`src/rtl/pcie_ss_axis_pkg.sv`:
```
// PCIe SS sideband types shared by the FLR sequencer and its request FIFO.
package pcie_ss_axis_pkg;

   // Function identifier carried on the FLR sideband.
   typedef struct packed {
      logic        vf_active;
      logic [2:0]  pf;
      logic [10:0] vf;
   } t_flr_func;

   // FLR sideband beat: tvalid is a single-cycle pulse, no backpressure.
   typedef struct packed {
      logic      tvalid;
      t_flr_func tdata;
   } t_axis_pcie_flr;

   localparam int T_AXIS_PCIE_FLR_WIDTH = $bits(t_axis_pcie_flr);
   localparam int FLR_FUNC_WIDTH        = $bits(t_flr_func);

   // FLR sequencer FSM states.
   typedef enum logic [1:0] {
      FLR_IDLE,
      FLR_ASSERT,
      FLR_WAIT_ACK,
      FLR_RESP
   } t_flr_seq_state;

   // True when two function identifiers name the same function.
   function automatic logic flr_func_match(input t_flr_func a, input t_flr_func b);
      return a == b;
   endfunction

endpackage

```
`src/rtl/pcie_flr_req_fifo.sv`:
```
// Synchronous FIFO of FLR function identifiers. A push while full is
// accepted when a pop happens in the same cycle.
module pcie_flr_req_fifo
   import pcie_ss_axis_pkg::*;
#(
   parameter int DEPTH = 8
) (
   input  logic                      clk,
   input  logic                      rst,
   input  logic                      push,
   input  logic [FLR_FUNC_WIDTH-1:0] push_data,
   input  logic                      pop,
   output logic [FLR_FUNC_WIDTH-1:0] pop_data,
   output logic                      full,
   output logic                      empty
);

   localparam int AW = $clog2(DEPTH);

   logic [FLR_FUNC_WIDTH-1:0] mem [DEPTH];
   logic [AW-1:0]             wr_ptr;
   logic [AW-1:0]             rd_ptr;
   logic [AW:0]               count;
   logic                      wr_en;
   logic                      rd_en;

   assign full     = (count == (AW+1)'(DEPTH));
   assign empty    = (count == '0);
   assign rd_en    = pop && !empty;
   assign wr_en    = push && (!full || rd_en);
   assign pop_data = mem[rd_ptr];

   // Storage array; contents are don't-care while empty so it has no reset.
   always_ff @(posedge clk) begin
      if (wr_en) begin
         mem[wr_ptr] <= push_data;
      end
   end

   // Pointers wrap modulo DEPTH (power of two); count tracks occupancy.
   always_ff @(posedge clk or posedge rst) begin
      if (rst) begin
         wr_ptr <= '0;
         rd_ptr <= '0;
         count  <= '0;
      end else begin
         if (wr_en) wr_ptr <= wr_ptr + 1'b1;
         if (rd_en) rd_ptr <= rd_ptr + 1'b1;
         case ({wr_en, rd_en})
            2'b10:   count <= count + 1'b1;
            2'b01:   count <= count - 1'b1;
            default: count <= count;
         endcase
      end
   end

endmodule

```
`src/rtl/pcie_flr_sequencer.sv`:
```
// Serialises PCIe FLR requests, drives one function reset at a time to the
// function-reset controller and returns a one-cycle FLR completion.
module pcie_flr_sequencer
   import pcie_ss_axis_pkg::*;
#(
   parameter int FIFO_DEPTH      = 8,
   parameter int RST_HOLD_CYCLES = 16,
   parameter int ACK_TIMEOUT     = 4096
) (
   input  logic                             clk,
   input  logic                             rst,
   input  logic [T_AXIS_PCIE_FLR_WIDTH-1:0] i_flr_req,
   output logic                             o_func_rst_valid,
   output logic [$bits(t_flr_func)-1:0]     o_func_rst,
   input  logic                             i_func_rst_ack,
   output logic [T_AXIS_PCIE_FLR_WIDTH-1:0] o_flr_rsp,
   output logic                             o_busy,
   output logic                             o_ovf_err,
   output logic                             o_timeout_err
);

   localparam int HOLD_W = $clog2(RST_HOLD_CYCLES + 1);
   localparam int TO_W   = $clog2(ACK_TIMEOUT + 1);
   localparam logic [HOLD_W-1:0] HOLD_LAST = HOLD_W'(RST_HOLD_CYCLES - 1);
   localparam logic [TO_W-1:0]   TO_LAST   = TO_W'(ACK_TIMEOUT - 1);

   t_flr_seq_state      state, state_n;
   t_flr_func           cur_func, cur_func_n;
   logic [HOLD_W-1:0]   hold_cnt, hold_n;
   logic [TO_W-1:0]     to_cnt, to_n;
   logic                ack_seen, ack_seen_n;
   logic                ovf_err, timeout_err;
   logic                timeout_hit;
   logic                rsp_valid;

   t_axis_pcie_flr      req;
   t_axis_pcie_flr      rsp;
   logic                in_service;
   logic                dup;
   logic                fifo_push, fifo_pop, fifo_full, fifo_empty, fifo_drop;
   logic [FLR_FUNC_WIDTH-1:0] fifo_head;

   assign req        = i_flr_req;
   assign in_service = (state == FLR_ASSERT) || (state == FLR_WAIT_ACK);
   // A repeat FLR for the function already being reset joins the current sequence.
   assign dup        = req.tvalid && in_service && flr_func_match(req.tdata, cur_func);
   assign fifo_push  = req.tvalid && !dup && (!fifo_full || fifo_pop);
   assign fifo_drop  = req.tvalid && !dup && fifo_full && !fifo_pop;

   pcie_flr_req_fifo #(
      .DEPTH (FIFO_DEPTH)
   ) u_fifo (
      .clk       (clk),
      .rst       (rst),
      .push      (fifo_push),
      .push_data (req.tdata),
      .pop       (fifo_pop),
      .pop_data  (fifo_head),
      .full      (fifo_full),
      .empty     (fifo_empty)
   );

   // State register and sequence bookkeeping; sticky error flags.
   always_ff @(posedge clk or posedge rst) begin
      if (rst) begin
         state       <= FLR_IDLE;
         cur_func    <= '0;
         hold_cnt    <= '0;
         to_cnt      <= '0;
         ack_seen    <= 1'b0;
         ovf_err     <= 1'b0;
         timeout_err <= 1'b0;
      end else begin
         state       <= state_n;
         cur_func    <= cur_func_n;
         hold_cnt    <= hold_n;
         to_cnt      <= to_n;
         ack_seen    <= ack_seen_n;
         ovf_err     <= ovf_err | fifo_drop;
         timeout_err <= timeout_err | timeout_hit;
      end
   end

   // Next-state logic: pop, hold reset, wait for ack or timeout, respond.
   always_comb begin
      state_n     = state;
      cur_func_n  = cur_func;
      hold_n      = hold_cnt;
      to_n        = to_cnt;
      ack_seen_n  = ack_seen;
      fifo_pop    = 1'b0;
      timeout_hit = 1'b0;
      rsp_valid   = 1'b0;
      unique case (state)
         FLR_IDLE: begin
            if (!fifo_empty) begin
               fifo_pop   = 1'b1;
               cur_func_n = fifo_head;
               hold_n     = '0;
               ack_seen_n = 1'b0;
               state_n    = FLR_ASSERT;
            end
         end
         FLR_ASSERT: begin
            hold_n     = (hold_cnt == '1) ? hold_cnt : hold_cnt + 1'b1;
            ack_seen_n = ack_seen | i_func_rst_ack;
            if (hold_cnt == HOLD_LAST) begin
               if (ack_seen || i_func_rst_ack) begin
                  state_n = FLR_RESP;
               end else begin
                  to_n    = '0;
                  state_n = FLR_WAIT_ACK;
               end
            end
         end
         FLR_WAIT_ACK: begin
            if (i_func_rst_ack) begin
               state_n = FLR_RESP;
            end else begin
               to_n = (to_cnt == '1) ? to_cnt : to_cnt + 1'b1;
               if (to_cnt == TO_LAST) begin
                  timeout_hit = 1'b1;
                  state_n     = FLR_RESP;
               end
            end
         end
         FLR_RESP: begin
            rsp_valid = 1'b1;
            state_n   = FLR_IDLE;
         end
         default: state_n = FLR_IDLE;
      endcase
   end

   // Completion beat: tdata forced to zero outside the pulse.
   always_comb begin
      rsp.tvalid = rsp_valid;
      rsp.tdata  = rsp_valid ? cur_func : '0;
   end

   assign o_flr_rsp        = rsp;
   assign o_func_rst_valid = in_service;
   assign o_func_rst       = cur_func;
   assign o_busy           = (state != FLR_IDLE) || !fifo_empty;
   assign o_ovf_err        = ovf_err;
   assign o_timeout_err    = timeout_err;

endmodule

```
`config.mk`:
```
export PLATFORM = sky130hd
export DESIGN_NAME = pcie_flr_sequencer
export DESIGN_NICKNAME = d
export VERILOG_FILES = /design/src/rtl/pcie_ss_axis_pkg.sv /design/src/rtl/pcie_flr_req_fifo.sv /design/src/rtl/pcie_flr_sequencer.sv
export SDC_FILE = /design/constraint.sdc
export NUM_CORES = 1
export LEC_CHECK = 0
export ABC_CLOCK_PERIOD_IN_PS = 5300
export CORE_MARGIN = 4
export CORE_UTILIZATION = 50
export DETAILED_ROUTE_END_ITERATION = 10
export GPL_TIMING_DRIVEN = 0
export PLACE_DENSITY = 0.7
export SLEW_MARGIN = 15
export SYNTH_ARGS = -nofsm -noshare
export SYNTH_HDL_FRONTEND = slang
export SYNTH_SLANG_ARGS = --single-unit
```
`constraint.sdc`:
```
create_clock -name clk -period 5.3 [get_ports clk]
set_input_delay 1.325 -clock clk [delete_from_list [all_inputs] [get_ports clk]]
set_output_delay 1.325 -clock clk [all_outputs]
set_load 0.03 [all_outputs]
```
After elaboration in Yosys (flattened, before gate mapping)
Memories as Yosys holds them, arrays and structs flattened. A register that Yosys moved wholly into a read port is not among the register bits.
Index checks and enable logic that the tools add are counted.
- add/subtract/negate cells: 6
- eq/ne operators: 18
- mux-type cells: 26
- bitwise logic cells: 4
- reductions and logical operators: 28
- operators with widths (cell ; count):
    13-bit two-way mux ; 4
    13-bit one-hot mux with 2 select lines ; 1
    15-bit == test ; 1
    15-bit two-way mux ; 1
    13-bit by 1-bit adder with 13-bit output (second input constant) ; 1
    13-bit by 12-bit == test with 1-bit output (second input constant) ; 1
    13-bit == test (second input constant) ; 1
    1-bit two-way mux ; 10
    5-bit two-way mux ; 2
    2-bit inequality test (second input constant) ; 5
    5-bit one-hot mux with 2 select lines ; 1
    1-bit logical AND ; 8
    2-bit two-way mux ; 4
    2-bit one-hot mux with 4 select lines ; 1
    4-bit one-hot mux with 2 select lines ; 1
    2-bit nonzero test ; 4
    3-bit by 1-bit adder with 3-bit output (second input constant) ; 2
    2-bit == test (second input constant) ; 3
    3-bit AND reduction ; 2
    5-bit by 1-bit adder with 5-bit output (second input constant) ; 1
    5-bit by 4-bit == test with 1-bit output (second input constant) ; 1
    5-bit == test (second input constant) ; 1
    1-bit logical OR ; 5
    5-bit AND reduction ; 1
    other kinds (13) ; 20
- register bits: 33
- memory bits (writable): 120
- input bits: 19
- output and inout bits: 35
- logic and storage cells: 92
- memories kept: 1
- memories (memory ; words ; width ; rd ports ; clocked after memory_dff ; wr ports ; line ; text):
    u_fifo.mem ; 8 ; 15 ; 1 ; 1 ; 1 ; pcie_flr_req_fifo.sv:20 ; logic [FLR_FUNC_WIDTH-1:0] mem [DEPTH];

Depth between registers and ports, before layout
- depth in word-level cells: 10
- gate-level depth with buffers: 13
- mapped depth without buffers: 13

Modules after synthesis
A second synthesis with hierarchy kept.
- cell total of the unflattened synthesis: 501
- area, all modules: 7412.1 um2
- by module, submodules not included (module ; instances ; cells each ; area each (um2) ; sequential area each (um2)):
    pcie_flr_req_fifo ; 1 ; 245 ; 5165.0 ; 3853.7
    pcie_flr_sequencer ; 1 ; 256 ; 2247.2 ; 950.9

Least setup slack after synthesis
OpenSTA, ideal clock, no wires.
- path type: input -> register
- start point: input i_flr_req[13]
- end point: register u_fifo.count[3]
- library setup time: 0.079 ns
- arrival time: 3.480 ns
- required time: 5.221 ns
- slack: 1.741 ns
- stages on the path: 11
- buffers on the path: 0
- cell sequence: xnor2_1 > nand4_1 > or4_4 > and3_4 > inv_1 > ha_1 > or3b_2 > o21ai_0 > nand3b_1 > a21oi_1 > xor2_1
- cells in the longest elaborated chain, start to end: 8
- elaborated cells on any way between the ends: 10
- RTL lines (element ; line ; text):
    start, declared ; pcie_flr_sequencer.sv:12 ; input logic [T_AXIS_PCIE_FLR_WIDTH-1:0] i_flr_req,
    15-bit == test (*) ; pcie_ss_axis_pkg.sv:30 ; return a == b;
    1-bit logical AND (*) ; pcie_flr_sequencer.sv:46 ; assign dup = req.tvalid && in_service && flr_func_match(req.tdata, cur_func);
    1-bit zero test (*) ; pcie_flr_sequencer.sv:47 ; assign fifo_push = req.tvalid && !dup && (!fifo_full || fifo_pop);
    1-bit logical AND (*) (2 in a row) ; pcie_flr_sequencer.sv:47 ;
    1-bit logical AND (*) ; pcie_flr_req_fifo.sv:30 ; assign wr_en = push && (!full || rd_en);
    2-bit by 1-bit == test with 1-bit output / 2-bit == test (equally long branches) ; pcie_flr_req_fifo.sv:49 ; case ({wr_en, rd_en})
    4-bit one-hot mux with 2 select lines / 2-bit nonzero test (equally long branches) ; - ;
    end signal, assigned ; pcie_flr_req_fifo.sv:50 ; 2'b10: count <= count + 1'b1;
    end signal, assigned ; pcie_flr_req_fifo.sv:51 ; 2'b01: count <= count - 1'b1;
    end signal, assigned ; pcie_flr_req_fifo.sv:52 ; default: count <= count;
    end, declared ; pcie_flr_req_fifo.sv:23 ; logic [AW:0] count;
Every way passes the cells marked *; elsewhere a longest branch is shown, timed or not.
A chain may end at the register's enable or synchronous reset.

Worst setup path after layout
- start point: input i_flr_req[10]
- end point: register u_fifo.count[3]
The elaborated chain is that of the path after synthesis.

==> impl_metrics.ini <==
[clock_network]
holdBufCountCts = 0
cts.reportedPaths.clkPinSlew_ns = 0.07
number_of_h_tree_levels = 4
cts_resized = 0
ctsRootBufferMaster = sky130_fd_sc_hd__clkbuf_16
clk_latency_ns = 0.42
numClockSinks = 168
cts_inserted_buffers = 17
ctsLongestPathBuffers = 2
cts_tree = done
postCtsSetupRepairBufs = 0

[detailed_routing]
vias_per_cell = 5.76
drt_drc_violations_left = 0
wirelength_um = 15600
via_count = 4300
first_pass_iters = 5
drt-wirelength-per-cell_um = 21.0
first_iter_violations = 453
antenna_violating_nets_post_route = 0

[finish]
num-fill-cells = 1038
final_nets = 586
areaGrowthSynthToFinish_pct = 21.4
final_design_area_no_fill_sq_um = 8730
layout_commonest_cell = sky130_fd_sc_hd__edfxtp_1
mostFrequentLayoutCells = 120 x sky130_fd_sc_hd__edfxtp_1, 53 x sky130_fd_sc_hd__clkdlybuf4s50_1, 49 x sky130_fd_sc_hd__nand2_1
drive_gt1_share_pct = 17.8
n_antenna_cell = 0

[power]
power.total_mw = 5.02
irDropWorstVdd_uv = 338
p_per_area_nw_per_um2 = 575
total_leakage_power_nw = 3.16

[global_route]
groute.usage.overall_pct = 20.4
grt_pass1_vias = 4426
global_route_wire_length_before_repair_um = 25100
antenna_violations_before_repair = 0
grt_overflow_total = 0
pin_count_of_the_biggest_net_entering_global_routing = 27

[die]
dieWidth_um = 128
start_util_pct = 51.4
std_cell_rows = 43
floorplan.core_area_sq_um = 14000
design.portCount = 54
die_area_sq_um = 16400
die_height_um = 128

[logic_synthesis]
synth_top_cells_by_area = sky130_fd_sc_hd__edfxtp_1 50%, sky130_fd_sc_hd__dfrtp_1 17%, sky130_fd_sc_hd__mux4_2 9.4%
ys_warn_count = 0
yosysUniqueCellTypes = 51
synth-async-reset-ratio_pct = 28.6
synth_cells = 470
yosys_register_bits = 168
synth.yosys.seq_area_share_pct = 66.8
netlist.area_leader.share_pct = 50.1
net_count_after_synthesis = 503
dominantRegCellSynth = sky130_fd_sc_hd__edfxtp_1
syn-mean-instance-area_sq_um = 15.3
synth_enable_flop_cells = 120
syn_area_sq_um = 7190
synth_largest_area_cell = sky130_fd_sc_hd__edfxtp_1

[worst_setup_path]
worst-setup-path-type = in2reg
worst_path_max_delay_cell = sky130_fd_sc_hd__or4_4
r2r.worst_path.cells = 12
required_ns = 5.64
worst-path-stages = 12
critPathBufInv = 2
critical_path.endpoint = u_fifo.count[3]$_DFFE_PP0P_
cpPeakStageDelay_ns = 0.61
crit_path_end_kind = flip-flop
cp-start-kind = input port
critical_path_arrival_ns = 4.46
origin_of_the_critical_flop_to_flop_path = state[1]$_DFFE_PP0P_
worst_r2r_setup_slack_ns = 2.18
worstSetupStartpoint = i_flr_req[10]
worst_path_dominant_cell_family = simple AND/OR/NAND/NOR gates
worstReg2RegEnd = u_fifo.count[3]$_DFFE_PP0P_
worstPathMaxFanout = 9
crit_chain = clkdlybuf4s50_1 > xnor2_1 > nand4_1 > or4_4 > and3_4 > inv_1 > ha_1 > or3b_2 > o21ai_0 > nand3b_1 > a21oi_1 > xor2_1

[place]
dpl_cell_area_sq_um = 8120
gpl.final_weighted_congestion = 0.793
place.detailed.hpwl_um = 10700
numPortBuffers = 53

[status]
status = complete, no violations

[sta]
final.min_clock_period_ns = 4.11
finalSetupTns_ns = 0
rsz0062_at_grt = false
final_hold_viol_count = 0
report.final.setup_viol = 0
layout_worst_path_cycle_share_pct = 77.6
final_hold_slack_ns = 0.467
worst_slew_margin_rel_pct = 43.3
clock.fmax_ghz = 0.243
worst_slew_pin_slew_ns = 0.850
fin_worst_skew_ns = 0.0113
drv_slew = 0

[run]
drv_cap = 0

[min_path]
holdCritPathClass = reg2reg
## worst min path at each step
| stage | start | endpoint | slack (ns) | cells past startpoint |
|---|---|---|---|---|
| after floorplan | u_fifo.count[3]$_DFFE_PP0P_ | u_fifo.count[3]$_DFFE_PP0P_ | 0.46 | 1 |
| after global placement | o_timeout_err$_DFF_PP0_ | o_timeout_err$_DFF_PP0_ | 0.45 | 2 |
| after detailed placement | o_timeout_err$_DFF_PP0_ | o_timeout_err$_DFF_PP0_ | 0.46 | 2 |
| after CTS | o_timeout_err$_DFF_PP0_ | o_timeout_err$_DFF_PP0_ | 0.47 | 2 |
| after global routing | o_timeout_err$_DFF_PP0_ | o_timeout_err$_DFF_PP0_ | 0.50 | 2 |
| final | o_timeout_err$_DFF_PP0_ | o_timeout_err$_DFF_PP0_ | 0.47 | 2 |
## tightest hold or removal path, cell delays in order (launching register included)
cell and delay (ns):
sky130_fd_sc_hd__dfrtp_1 0.34, sky130_fd_sc_hd__inv_1 0.04, sky130_fd_sc_hd__o31ai_1 0.05
## cells by family after synthesis
family                     share of synthesized area [%]
DFF                                                 66.8
and+or+nand+nor                                     9.08
AOI/OAI and AO/OA                                   4.78
muxes                                               12.0
buffers and inverters                               1.74
xor gates and xnor gates                            3.17
adders and majority gates                           2.44
## synthesized netlist by cell type, types with 3 or more instances
master	number
sky130_fd_sc_hd__dfrtp_1	48
sky130_fd_sc_hd__ha_1	14
sky130_fd_sc_hd__mux4_2	30
sky130_fd_sc_hd__nand2_1	49
sky130_fd_sc_hd__xor2_1	7
sky130_fd_sc_hd__o22a_1	5
sky130_fd_sc_hd__nor4_1	3
sky130_fd_sc_hd__a21oi_1	7
sky130_fd_sc_hd__o21ai_0	26
sky130_fd_sc_hd__inv_1	13
sky130_fd_sc_hd__nand4_1	9
sky130_fd_sc_hd__and2_1	16
sky130_fd_sc_hd__edfxtp_1	120
sky130_fd_sc_hd__nand3_1	4
sky130_fd_sc_hd__nor3_1	4
sky130_fd_sc_hd__clkbuf_1	8
sky130_fd_sc_hd__o31ai_1	4
sky130_fd_sc_hd__mux2i_1	15
sky130_fd_sc_hd__buf_2	7
sky130_fd_sc_hd__xnor2_1	19
sky130_fd_sc_hd__nand3b_1	5
sky130_fd_sc_hd__nor2_1	21
sky130_fd_sc_hd__and3_1	3
## per-layer routing
metal | up-vias | part of all wire [%] | GRT usage [%]
met5 | - | 0 | 0
met4 | 0 | 1.1 | 4.74
met3 | 16 | 4.4 | 5.17
met2 | 123 | 51 | 34.0
met1 | 2219 | 43 | 27.1
li1 | 1942 | - | -
## power by group
part           switching, mW  internal [mW]  total, mW  leakage, nW
clock network          0.561          0.716       1.28        0.295
registers              0.191           1.69       1.88         1.69
logic                   1.05          0.810       1.86         1.17
total                   1.80           3.22       5.02         3.16
## layout make-up
cell class / count / area (sq um) / area share [%]
buffer: 17 / 76.3 / 0.874
tap: 180 / 225 / 2.58
clock inverter: 15 / 188 / 2.15
sequential: 168 / 4800 / 55.0
inverter: 13 / 48.8 / 0.559
timing repair buffer: 64 / 674 / 7.72
multi-input combinational: 272 / 2290 / 26.2
clock buffer: 17 / 425 / 4.87
## flip-flops by register name, indices dropped and copies added (netlist names)
signal         cells
o_ovf_err          1
o_func_rst        15
u_fifo.count       4
u_fifo.mem       120
u_fifo.wr_ptr      3
o_timeout_err      1
state              2
u_fifo.rd_ptr      3
to_cnt            13
hold_cnt           5
ack_seen           1
## metrics by stage
step	util, %	setup WS [ns]	instances
floorplan	-	1.74	470
global placement	56.8	-0.0959	703
detailed placement	58.0	0.734	714
CTS	62.4	1.13	746
global route	62.4	0.881	746
finish	62.4	1.19	746
(Power assumes the default switching activity.)
